[src/rtl/cheshire_soc_fixture_ctrl.sv]
// Bring-up sequencer for the Cheshire SoC harness: straps, SoC reset, preload, debug-path writes, EOC polling.
// Optional EOC timeout is enabled by defining CHESHIRE_FIXTURE_EOC_TIMEOUT_EN.
module cheshire_soc_fixture_ctrl #(
  parameter logic [63:0] SpmBase       = 64'h0000_0000_1000_0000,
  parameter logic [63:0] EocAddr       = 64'h0000_0000_0200_4004,
  parameter logic [63:0] DmActAddr     = 64'h0000_0000_0000_0040,
  parameter logic [63:0] EntryAddr     = 64'h0000_0000_0000_0100,
  parameter logic [63:0] ResumeAddr    = 64'h0000_0000_0000_0108,
  parameter int unsigned ResetCycles   = 16,
  parameter int unsigned PollInterval  = 32,
  parameter int unsigned TimeoutCycles = 2**20
) (
  input  logic        clk_i,
  input  logic        rst_ni,
  input  logic        start_i,
  input  logic [1:0]  boot_mode_i,
  input  logic        test_mode_i,
  input  logic        entry_valid_i,
  input  logic [63:0] entry_i,
  output logic [1:0]  boot_mode_o,
  output logic        test_mode_o,
  output logic        soc_rst_no,
  output logic        preload_req_o,
  input  logic        preload_done_i,
  output logic        req_o,
  output logic        we_o,
  output logic [63:0] addr_o,
  output logic [63:0] wdata_o,
  input  logic        gnt_i,
  input  logic        rvalid_i,
  input  logic [63:0] rdata_i,
  output logic        busy_o,
  output logic        done_o,
  output logic        success_o,
  output logic        timeout_o,
  output logic [30:0] exit_code_o,
  output logic [3:0]  dbg_state_o
);

  // Bus handshake: req_o/we_o/addr_o/wdata_o are held until gnt_i is sampled high;
  // the transaction then stays outstanding (pend) until rvalid_i. One at a time.
  typedef enum logic [3:0] {
    S_IDLE, S_RESET, S_PRELOAD, S_DM_INIT, S_WR_ENTRY,
    S_WR_RESUME, S_POLL_WAIT, S_POLL_RD, S_DONE, S_TIMEOUT
  } state_e;

  state_e      state;
  logic [63:0] entry_q;
  logic [31:0] cnt;
  logic        pend;
  logic        txn_done;
  logic        tmo_hit;

  assign txn_done    = pend & rvalid_i;
  assign dbg_state_o = 4'(state);

`ifdef CHESHIRE_FIXTURE_EOC_TIMEOUT_EN
  logic [31:0] tmo_cnt;
  logic        tmo_run;
  assign tmo_run = (state == S_POLL_WAIT) || (state == S_POLL_RD);
  assign tmo_hit = tmo_run && (tmo_cnt == 32'(TimeoutCycles - 1));

  always_ff @(posedge clk_i or negedge rst_ni) begin
    if (!rst_ni) begin
      tmo_cnt   <= '0;
      timeout_o <= 1'b0;
    end else begin
      if (state == S_WR_RESUME) tmo_cnt <= '0;
      else if (tmo_run)         tmo_cnt <= tmo_cnt + 32'd1;
      if (tmo_hit) timeout_o <= 1'b1;
    end
  end
`else
  assign tmo_hit   = 1'b0;
  assign timeout_o = 1'b0;
`endif

  logic unused_ok;
  assign unused_ok = ^rdata_i[63:32];

  always_ff @(posedge clk_i or negedge rst_ni) begin
    if (!rst_ni) begin
      state         <= S_IDLE;
      entry_q       <= '0;
      cnt           <= '0;
      pend          <= 1'b0;
      boot_mode_o   <= '0;
      test_mode_o   <= 1'b0;
      soc_rst_no    <= 1'b0;
      preload_req_o <= 1'b0;
      req_o         <= 1'b0;
      we_o          <= 1'b0;
      addr_o        <= '0;
      wdata_o       <= '0;
      busy_o        <= 1'b0;
      done_o        <= 1'b0;
      success_o     <= 1'b0;
      exit_code_o   <= '0;
    end else begin
      if (req_o && gnt_i) begin
        req_o <= 1'b0;
        we_o  <= 1'b0;
        pend  <= 1'b1;
      end else if (txn_done) begin
        pend <= 1'b0;
      end

      case (state)
        S_IDLE: begin
          if (start_i) begin
            state       <= S_RESET;
            boot_mode_o <= boot_mode_i;
            test_mode_o <= test_mode_i;
            entry_q     <= entry_valid_i ? entry_i : SpmBase;
            busy_o      <= 1'b1;
            cnt         <= '0;
          end
        end
        S_RESET: begin
          if (cnt == 32'(ResetCycles - 1)) begin
            soc_rst_no    <= 1'b1;
            preload_req_o <= 1'b1;
            state         <= S_PRELOAD;
          end else begin
            cnt <= cnt + 32'd1;
          end
        end
        S_PRELOAD: begin
          if (preload_done_i) begin
            preload_req_o <= 1'b0;
            state         <= S_DM_INIT;
            req_o         <= 1'b1;
            we_o          <= 1'b1;
            addr_o        <= DmActAddr;
            wdata_o       <= 64'd1;
          end
        end
        S_DM_INIT: begin
          if (txn_done) begin
            state   <= S_WR_ENTRY;
            req_o   <= 1'b1;
            we_o    <= 1'b1;
            addr_o  <= EntryAddr;
            wdata_o <= entry_q;
          end
        end
        S_WR_ENTRY: begin
          if (txn_done) begin
            state   <= S_WR_RESUME;
            req_o   <= 1'b1;
            we_o    <= 1'b1;
            addr_o  <= ResumeAddr;
            wdata_o <= 64'd1;
          end
        end
        S_WR_RESUME: begin
          if (txn_done) begin
            state <= S_POLL_WAIT;
            cnt   <= '0;
          end
        end
        S_POLL_WAIT: begin
          if (tmo_hit) begin
            state  <= S_TIMEOUT;
            busy_o <= 1'b0;
          end else if (cnt == 32'(PollInterval - 1)) begin
            state   <= S_POLL_RD;
            req_o   <= 1'b1;
            we_o    <= 1'b0;
            addr_o  <= EocAddr;
            wdata_o <= '0;
          end else begin
            cnt <= cnt + 32'd1;
          end
        end
        S_POLL_RD: begin
          if (tmo_hit) begin
            // any read still in flight finishes through the handshake above; its data is dropped
            state  <= S_TIMEOUT;
            busy_o <= 1'b0;
          end else if (txn_done) begin
            if (rdata_i[0]) begin
              state       <= S_DONE;
              done_o      <= 1'b1;
              exit_code_o <= rdata_i[31:1];
              success_o   <= ~|rdata_i[31:1];
              busy_o      <= 1'b0;
            end else begin
              state <= S_POLL_WAIT;
              cnt   <= '0;
            end
          end
        end
        S_DONE:    ;
        S_TIMEOUT: begin
          done_o    <= 1'b0;
          success_o <= 1'b0;
        end
        default: ;
      endcase
    end
  end

endmodule

[config.mk]
export PLATFORM = sky130hd
export DESIGN_NAME = cheshire_soc_fixture_ctrl
export DESIGN_NICKNAME = d
export VERILOG_FILES = /design/src/rtl/cheshire_soc_fixture_ctrl.sv
export SDC_FILE = /design/constraint.sdc
export NUM_CORES = 1
export LEC_CHECK = 0
export CORE_MARGIN = 2
export CORE_UTILIZATION = 39
export CTS_CLUSTER_DIAMETER = 200
export DETAILED_ROUTE_END_ITERATION = 10
export PLACE_DENSITY = 0.72
export SYNTH_ARGS = -nofsm -noshare
export SYNTH_HDL_FRONTEND = slang
export SYNTH_SLANG_ARGS = --single-unit
export TNS_END_PERCENT = 5
[constraint.sdc]
create_clock -name clk_i -period 2.6 [get_ports clk_i]
set_clock_uncertainty 0.05 [all_clocks]
set_input_delay 0.52 -clock clk_i [delete_from_list [all_inputs] [get_ports clk_i]]
set_output_delay 0.52 -clock clk_i [all_outputs]
set_load 0.1 [all_outputs]
==> reports/summary.txt, run 1 <==
status = complete, no violations
pin count of the biggest net entering global routing = 75
PortBufs = 220
yosys warns = 0
max_slew headroom = 0.634
Critical Path RT = 2950 ps
WS Path Type = flop to flop
via/cell ratio = 4.93
RSZ-0062 raised after global routing = false
first-pass GRT wire length = 38200 µm
Net Sw Power = 5.10 mW
WL/cell = 14.9 µm
Clk Latency, worst-skew pair = 520 ps
crit path DAT = 2690 ps
fmax = 0.427 GHz
Seq pwr share = 0.354
EDFF count, synth = 0
number of max-cap violations = 0
Tcrit/Tclk final = 0.900
number of global-route vias before repair = 7391
TritonCTS Buffers = 24
IO Pins = 312
Initial Util = 0.395
CTS tree = built
ant diodes = 0
Synth Cell Area = 9550 µm²
combinational power share = 0.374
clock power share = 0.272
Total Wirelength = 23000 µm
GRT Total Usage = 0.178
DRT Pass-1 Iters = 5
switching part of the total = 0.418
GPL Wtd Cong = 0.778
P_int = 7.10 mW
cell count after synthesis = 999
CTS H-tree depth = 1
CP startpoint kind = flop
Leakage = 5.86 nW
# nets final = 1351
antenna-violating nets left = 0
P&R area growth vs syn = 30.8%
chip width = 160 µm
Core Area = 24200 µm²
Worst-path clk slew = 60 ps
post-synthesis register bit count = 210
final hold vios = 0
Hold WS = 428 ps
syn avg cell area = 9.56 µm²
Design Power = 12.2 mW
DIE AREA = 25800 µm²
Setup violations, final = 0
Worst Setup End Kind = flop
power density cells = 977 nW/µm²
Clock Tree Root = clkbuf_16
VDD IR max = 0.668 mV
number of remaining DRC errors = 0
Yosys cell types = 52
post-DP HPWL = 16000 µm
Max Root-Sink Buffers = 3
HP Class = flop to flop
Initial DRC Count = 613
max-slew violation count = 0
CTS sink cnt = 210
vias = 7632
actual slew at the worst max-slew pin = 548 ps
layout cells sized above 1 = 0.203
CP Max Fanout = 19
Die Y = 160 µm
sequential share of the synthesized area = 0.550
Tmin final = 2340 ps
initial antenna violation count = 0
FP Rows = 57
ys async rst share = 1.00
top_reg_cell synth = dfrtp_1
grt total ovfl = 0
## power by group through the flow
| stage | sequential, mW | clock [mW] | combinational [mW] |
|---|---|---|---|
| finish | 4.32 | 3.32 | 4.57 |
| global route | 4.41 | 3.53 | 4.89 |
| CTS | 4.33 | 3.40 | 4.59 |
| detailed placement | 4.38 | 0 | 4.58 |
| global placement | 4.35 | 0 | 4.53 |
| floorplan | 5.89 | 0 | 1.93 |
## cell type report
type	count	area, µm²
clock buffers	33	684
clock inverters	6	93.8
fillers	2183	11700
inverters	9	33.8
multi-input cells	715	3740
flip-flops and latches	210	5260
well taps	324	405
repair buffers	252	2270
## flip-flops by register name, summed over array words and instances, names as in the netlist
name           flops
boot_mode_o        2
done_o             1
test_mode_o        1
entry_q           64
pend               1
dbg_state_o        4
req_o              1
success_o          1
wdata_o           64
exit_code_o       31
addr_o             4
preload_req_o      1
we_o               1
busy_o             1
cnt               32
soc_rst_no         1
## cell usage after synthesis, drive strengths merged (6+ instances only)
cell type  count  area (µm²)
a21o           6        45.0
a21oi         23         115
a31oi         21         131
buf           84         612
clkbuf        39         146
dfrtp        210        5260
inv            9        33.8
mux2          36         405
nand2        278        1040
nand3          9        50.1
nand4         18         140
nor2          24        90.1
nor2b          7        43.8
nor3           9        50.1
nor4          17         170
o21ai        163         816
## through the flow
stage	instances	utilization	instance area [µm²]	TNS (ps)	setup WS, ps
floorplan	1057	-	9770	0	27.9
finish	1549	0.517	12500	0	260
global route	1549	0.517	12500	0	33.4
global placement	1509	0.484	11700	-262	-47.4
detailed placement	1509	0.484	11700	-502	-58.5
CTS	1549	0.517	12500	0	263
## cell usage in the layout (no fill, tap or decap), types with 9 or more instances in the layout
master             n
nand2_1          278
dfrtp_1          207
o21ai_0          148
buf_4            137
clkdlybuf4s50_1  103
conb_1            59
mux2_2            36
nor2_1            24
clkbuf_16         24
a21oi_1           23
a31oi_1           21
nand4_1           15
o21ai_1           15
nor4_1            11
inv_1              9
buf_12             9
## worst max-delay path, cell delays in order, from the launching register on
cell      delay, ps
dfrtp_1         410
ha_1            250
and3_1          260
nand4_2         200
nor2_1          110
a2111o_2        610
mux2_2          330
## worst paths after layout
kind                        startpoint     endpoint  slack [ps]  depth (start not counted)
min in group asynchronous       rst_ni  entry_q[15]         470                          2
max in group asynchronous       rst_ni  entry_q[45]        1270                          3
max reg2reg                     cnt[0]       cnt[0]         260                          6
min reg2reg                entry_q[29]  entry_q[29]         430                          2
max                             cnt[0]       cnt[0]         260                          6
min                        entry_q[29]  entry_q[29]         430                          2
## metal layers
metal	GRT usage	wire, µm
met4	0.0520	586
met2	0.299	11000
met1	0.237	10000
met5	0	0
met3	0.0331	1440
## timing repair
action	CTS	global route
hold endpoints to repair	47	0
buffers inserted	0	0
hold buffers	1	0
resized for setup	0	0
## kinds of logic (layout without fill, tap and decap cells)
logic type                 count (synthesis)  in the layout  synth area share
other                                      1             59          0.000393
and+or+nand+nor                          387            387             0.187
DFF                                      210            210             0.550
adders and majority gates                  1              1           0.00131
buffers and inverters                    132            300            0.0829
AOI/OAI and AO/OA                        232            232             0.136
muxes                                     36             36            0.0424
Power figures use the tool's default switching activity.
==> inputs of run 2 (changes only) <==
--- a/config.mk
+++ b/config.mk
@@ -9,6 +9,7 @@
 export CORE_UTILIZATION = 39
 export CTS_CLUSTER_DIAMETER = 200
 export DETAILED_ROUTE_END_ITERATION = 10
+export GPL_ROUTABILITY_DRIVEN = 0
 export PLACE_DENSITY = 0.72
 export SYNTH_ARGS = -nofsm -noshare
 export SYNTH_HDL_FRONTEND = slang
==> constraint.sdc (replaced) <==
create_clock -name clk_i -period 2.6 [get_ports clk_i]
set_clock_uncertainty 0.05 [all_clocks]
set_input_delay 0.26 -clock clk_i [delete_from_list [all_inputs] [get_ports clk_i]]
set_output_delay 0.26 -clock clk_i [all_outputs]
set_load 0.1 [all_outputs]
==> reports/summary.txt, run 2 (synthesized netlist as in run 1, its figures left out) <==
number of remaining DRC errors = 0 (unchanged)
reg2reg path depth = 7 (+1)
Clock Tree Root = clkbuf_16
DIE AREA = 25800 µm² (unchanged)
Worst-path clk slew = 60 ps (about the same)
WL/cell = 15.0 µm (+1.1%)
commonest non-fill, non-tap cell in the layout = nand2_1
Post-Place Cell Area = 11600 µm² (-0.83%)
status = complete, no violations
chip width = 160 µm (unchanged)
switching part of the total = 0.418 (about the same)
post-cts resize count = 0 (unchanged)
Core Area = 24200 µm² (unchanged)
crit path buf inv count = 1 (+1)
crit path DAT = 2690 ps (about the same)
CP Max Fanout = 31 (+12)
max-slew violation count = 0 (unchanged)
post-DP HPWL = 16000 µm (about the same)
number of global-route vias before repair = 7438 (+0.64%)
P&R area growth vs syn = 30.4%
number of max-cap violations = 0 (unchanged)
Crit-path slowest cell = dfrtp_1
GRT Total Usage = 0.178 (about the same)
Net Sw Power = 5.16 mW (+1.1%)
design area = 12500 µm² (-0.28%)
TNS Setup = 0 ps (unchanged)
HP Class = input port to flop
Leakage = 5.84 nW (-0.47%)
Placed Cells = 1501 (-0.53%)
Die Y = 160 µm (unchanged)
VDD IR max = 0.686 mV (+2.7%)
actual slew at the worst max-slew pin = 854 ps (+306 ps)
Tmin final = 2360 ps (+17.3 ps)
layout cells sized above 1 = 0.200 (-0.00327)
via/cell ratio = 4.92 (-0.12%)
Crit path max-delay family = simple AND/OR/NAND/NOR gates
CTS H-tree depth = 1 (unchanged)
most frequent cells in the layout = nand2_1 (278), dfrtp_1 (207), o21ai_0 (148), buf_4 (132), clkdlybuf4s50_1 (103)
WS Path Type = flop to flop
Top Registers = entry_q x64, wdata_o x64, cnt x32
IO Pins = 312 (unchanged)
RSZ-0062 raised after global routing = false
critical-path cell list = nor4_1 > nand4_2 > nor4_4 > a211oi_2 > buf_12 > a41oi_1 > a31oi_1
pin count of the biggest net entering global routing = 111 (+48%)
grt total ovfl = 0 (unchanged)
FP Rows = 57 (unchanged)
PortBufs = 220 (unchanged)
clock power share = 0.285 (+0.013)
P_int = 7.19 mW (+1.2%)
Critical Path RT = 2930 ps (-20 ps)
Levels on crit path = 7 (+1)
Initial Util = 0.395 (unchanged)
Clk Latency, worst-skew pair = 530 ps (about the same)
final hold vios = 0 (unchanged)
Final Non-Filler Cells = 1544 (-0.32%)
antenna-violating nets left = 0 (unchanged)
Initial DRC Count = 526 (-14%)
Seq pwr share = 0.351 (-0.003)
vias = 7598 (-0.45%)
CTS tree = built
power density cells = 991 nW/µm² (+1.4%)
Tcrit/Tclk final = 0.907 (+0.00665)
hold path cells = 3 (+1)
Total Wirelength = 23200 µm (+0.73%)
fmax = 0.424 GHz (-0.73%)
max_slew headroom = 0.431 (-0.204)
# nets final = 1343 (-0.59%)
Crit path largest cell delay = 440 ps (-170 ps)
Design Power = 12.3 mW (+1.1%)
Setup violations, final = 0 (unchanged)
CTS sink cnt = 210 (unchanged)
ant diodes = 0 (unchanged)
Max Root-Sink Buffers = 3 (unchanged)
first-pass GRT wire length = 38100 µm (-0.29%)
TritonCTS Buffers = 24 (unchanged)
final core utilization = 0.515 (-0.00145)
Worst Setup End Kind = flop
CP startpoint kind = flop
DRT Pass-1 Iters = 5 (unchanged)
combinational power share = 0.364 (-0.010)
initial antenna violation count = 0 (unchanged)
-- run 2: cell types whose count changed in the layout (fill, tap and decap cells not counted) --
cell       before  now
buf_4         137  132
buf_12          9    6
bufinv_16       2    3
clkbuf_8        6    7
clkinv_16       0    1
clkinv_2        2    3
clkinv_8        1    0
-- run 2: tightest hold or removal path, cell delays in order --
cell     delay, ps
buf_2          290
nand2_1        120
o21ai_0         60
-- run 2: stage by stage --
stage / hold WS [ps] / setup WS, ps
after global placement: 273 / 102
after global routing: 235 / 51.3
final: 222 / 243
after CTS: 218 / 225
after floorplan: -85.6 / 27.9
after detailed placement: 278 / 113
-- run 2: power by group through the flow --
stage	clock (mW)	combinational (mW)	sequential, mW
6_report	3.52	4.49	4.33
5_1_grt	3.77	4.79	4.43
4_1_cts	3.61	4.53	4.33
3_5_place_dp	0	4.52	4.39
3_3_place_gp	0	4.47	4.35
2_1_floorplan	0	1.93	5.89
-- run 2: routing by layer --
layer | GRT usage | part of all wire | vias to the layer above
met5 | 0 | 0 | -
met4 | 0.0344 | 0.014 | 0
met3 | 0.0336 | 0.067 | 32
met2 | 0.309 | 0.49 | 238
met1 | 0.236 | 0.43 | 3633
li1 | - | - | 3695
-- run 2: area by class of cell --
cell class                      count  area, µm²
Sequential cell                   210       5260
Tap cell                          324        405
Inverter                            9       33.8
Clock buffer                       34        698
Clock inverter                      8        143
Timing Repair Buffer              244       2170
Multi-Input combinational cell    715       3740
Fill cell                        2220      11700
-- run 2: what timing repair did --
item / 4_1_cts / 5_1_grt
hold endpoints to repair: 67 / 0
hold buffers: 1 / 0
setup buffers: 0 / 0
-- run 2: worst paths after layout --
| kind | startpoint | end | slack [ps] |
|---|---|---|---|
| worst min-delay path | entry_valid_i | entry_q[41] | 220 |
| worst max-delay path | cnt[19] | cnt[3] | 240 |
| worst min register to register | wdata_o[10] | wdata_o[10] | 430 |
| min in group asynchronous | rst_ni | wdata_o[10] | 280 |
| max in group asynchronous | rst_ni | wdata_o[52] | 1410 |
| worst max register to register | cnt[19] | cnt[3] | 240 |
==> inputs of run 3 (changes only) <==
--- a/config.mk
+++ b/config.mk
@@ -6,11 +6,11 @@
 export NUM_CORES = 1
 export LEC_CHECK = 0
 export CORE_MARGIN = 2
-export CORE_UTILIZATION = 39
+export CORE_UTILIZATION = 25
 export CTS_CLUSTER_DIAMETER = 200
 export DETAILED_ROUTE_END_ITERATION = 10
 export GPL_ROUTABILITY_DRIVEN = 0
-export PLACE_DENSITY = 0.72
+export PLACE_DENSITY = 0.51
 export SYNTH_ARGS = -nofsm -noshare
 export SYNTH_HDL_FRONTEND = slang
 export SYNTH_SLANG_ARGS = --single-unit
==> reports/summary.txt, run 3 (synthesized netlist as in run 1, its figures left out) <==
Setup violations, final = 0 (unchanged)
TNS Setup = 0 ps (unchanged)
number of remaining DRC errors = 0 (unchanged)
P&R area growth vs syn = 34.6%
Met1 Wirelength = 11800 µm (+18%)
final hold vios = 0 (unchanged)
Crit path largest cell delay = 620 ps (+180 ps)
Worst Setup End Kind = flop
Clk Latency, worst-skew pair = 540 ps (about the same)
post-cts resize count = 0 (unchanged)
final core utilization = 0.341 (-0.174)
Worst-path clk slew = 60 ps (about the same)
FP Rows = 71 (+25%)
CP startpoint kind = flop
PortBufs = 220 (unchanged)
ant diodes = 0 (unchanged)
Post-Place Cell Area = 11900 µm² (+2.8%)
Final Non-Filler Cells = 1743 (+13%)
setup bufs post-CTS = 0 (unchanged)
HP Class = input port to async pin
most frequent cells in the layout = nand2_1 (278), dfrtp_1 (207), o21ai_0 (148), buf_4 (134), clkdlybuf4s50_1 (103)
TritonCTS Buffers = 26 (+8.3%)
grt total ovfl = 0 (unchanged)
CP Max Fanout = 19 (-39%)
GRT Total Usage = 0.129 (-0.0495)
fmax = 0.428 GHz (+0.91%)
met3 routed WL = 1630 µm (+3.9%)
Max Root-Sink Buffers = 3 (unchanged)
Die Y = 199 µm (+24%)
vias = 7465 (-1.8%)
Clock Tree Root = clkbuf_16
commonest non-fill, non-tap cell in the layout = nand2_1
number of global-route vias before repair = 7226 (-2.9%)
via/cell ratio = 4.28 (-13%)
Seq pwr share = 0.340 (-0.011)
Initial Util = 0.254 (-0.141)
Initial DRC Count = 237 (-55%)
WS Path Type = flop to flop
switching part of the total = 0.417 (-0.000705)
CTS H-tree depth = 1 (unchanged)
IO Pins = 312 (unchanged)
layout cells sized above 1 = 0.208 (+0.00779)
Core Area = 37700 µm² (+56%)
crit path DAT = 2690 ps (about the same)
Hold WS = 147 ps (-74.6 ps)
VDD IR max = 0.565 mV (-18%)
Crit-path slowest cell = a2111o_2
max-slew violation count = 0 (unchanged)
reg2reg path depth = 6 (-1)
CTS tree = built
clock power share = 0.302 (+0.017)
Crit path max-delay family = compound AO/OA/AOI/OAI gates
actual slew at the worst max-slew pin = 881 ps (+27.6 ps)
design area = 12900 µm² (+3.2%)
crit path buf inv count = 0 (-1)
first-pass GRT wire length = 40900 µm (+7.5%)
max_slew headroom = 0.412 (-0.0184)
Hold-fix buffers, CTS = 1 (unchanged)
Net Sw Power = 5.31 mW (+2.9%)
critical-path cell list = ha_1 > and3_1 > nand4_2 > nor2_1 > a2111o_2 > mux2_2
Critical Path RT = 2950 ps (+20 ps)
Top Registers = entry_q x64, wdata_o x64, cnt x32
top layer used by detailed routing = met4
antenna-violating nets left = 0 (unchanged)
chip width = 199 µm (+24%)
DIE AREA = 39800 µm² (+54%)
power density cells = 990 nW/µm² (-0.15%)
combinational power share = 0.359 (-0.005)
Tcrit/Tclk final = 0.899 (-0.00814)
WL/cell = 14.9 µm (-1.0%)
DRT Pass-1 Iters = 4 (-1)
Total Wirelength = 25900 µm (+12%)
Placed Cells = 1694 (+13%)
Tmin final = 2340 ps (-21.2 ps)
CTS sink cnt = 210 (unchanged)
status = complete, no violations
number of max-cap violations = 0 (unchanged)
# nets final = 1351 (+0.60%)
WL met2 = 11900 µm (+5.6%)
P_int = 7.42 mW (+3.2%)
Levels on crit path = 6 (-1)
Leakage = 5.94 nW (+1.7%)
initial antenna violation count = 0 (unchanged)
pin count of the biggest net entering global routing = 65 (-41%)
RSZ-0062 raised after global routing = false
post-DP HPWL = 17400 µm (+9.0%)
==> run 3: changes by cell type in the layout (fill, tap and decap cells not counted) <==
cell	previous run	this run
buf_12	6	10
clkbuf_8	7	5
buf_4	132	134
clkbuf_16	24	26
bufinv_16	3	4
clkinv_2	3	7
clkinv_16	1	0
buf_8	0	1
clkinv_8	0	1
==> run 3: final cells by class <==
cell class              instances  area (µm²)
repair buffers                250        2270
flip-flops and latches        210        5260
fillers                      3970       24800
clock inverters                13         179
well taps                     511         639
clock buffers                  35         734
inverters                       9        33.8
multi-input cells             715        3740
==> run 3: path summary, 6_finish.rpt <==
path | startpoint | to | slack (ps)
min in group clk_i | entry_valid_i | entry_q[56] | 190
worst max register to register | cnt[0] | cnt[0] | 260
worst min register to register | soc_rst_no | soc_rst_no | 420
worst max-delay path | cnt[0] | cnt[0] | 260
max in group asynchronous | rst_ni | dbg_state_o[0] | 1630
worst min-delay path | rst_ni | wdata_o[19] | 150
==> run 3: power by group through the flow <==
stage	Combinational, mW	Clock, mW	Sequential [mW]
global placement	4.58	0	4.36
floorplan	1.93	0	5.89
CTS	4.61	3.98	4.33
global route	4.90	4.11	4.42
detailed placement	4.60	0	4.38
finish	4.56	3.84	4.32
==> run 3: per-stage QoR <==
stage	setup slack [ps]	total power, mW
after CTS	257	12.9
after detailed placement	124	8.98
after floorplan	27.9	7.82
final	264	12.7
after global routing	80.6	13.4
after global placement	123	8.93
==> run 3: routing by layer <==
layer,vias up,GRT usage
li1,3714,-
met1,3527,0.174
met2,184,0.210
met3,40,0.0289
met4,0,0.0313
met5,-,0
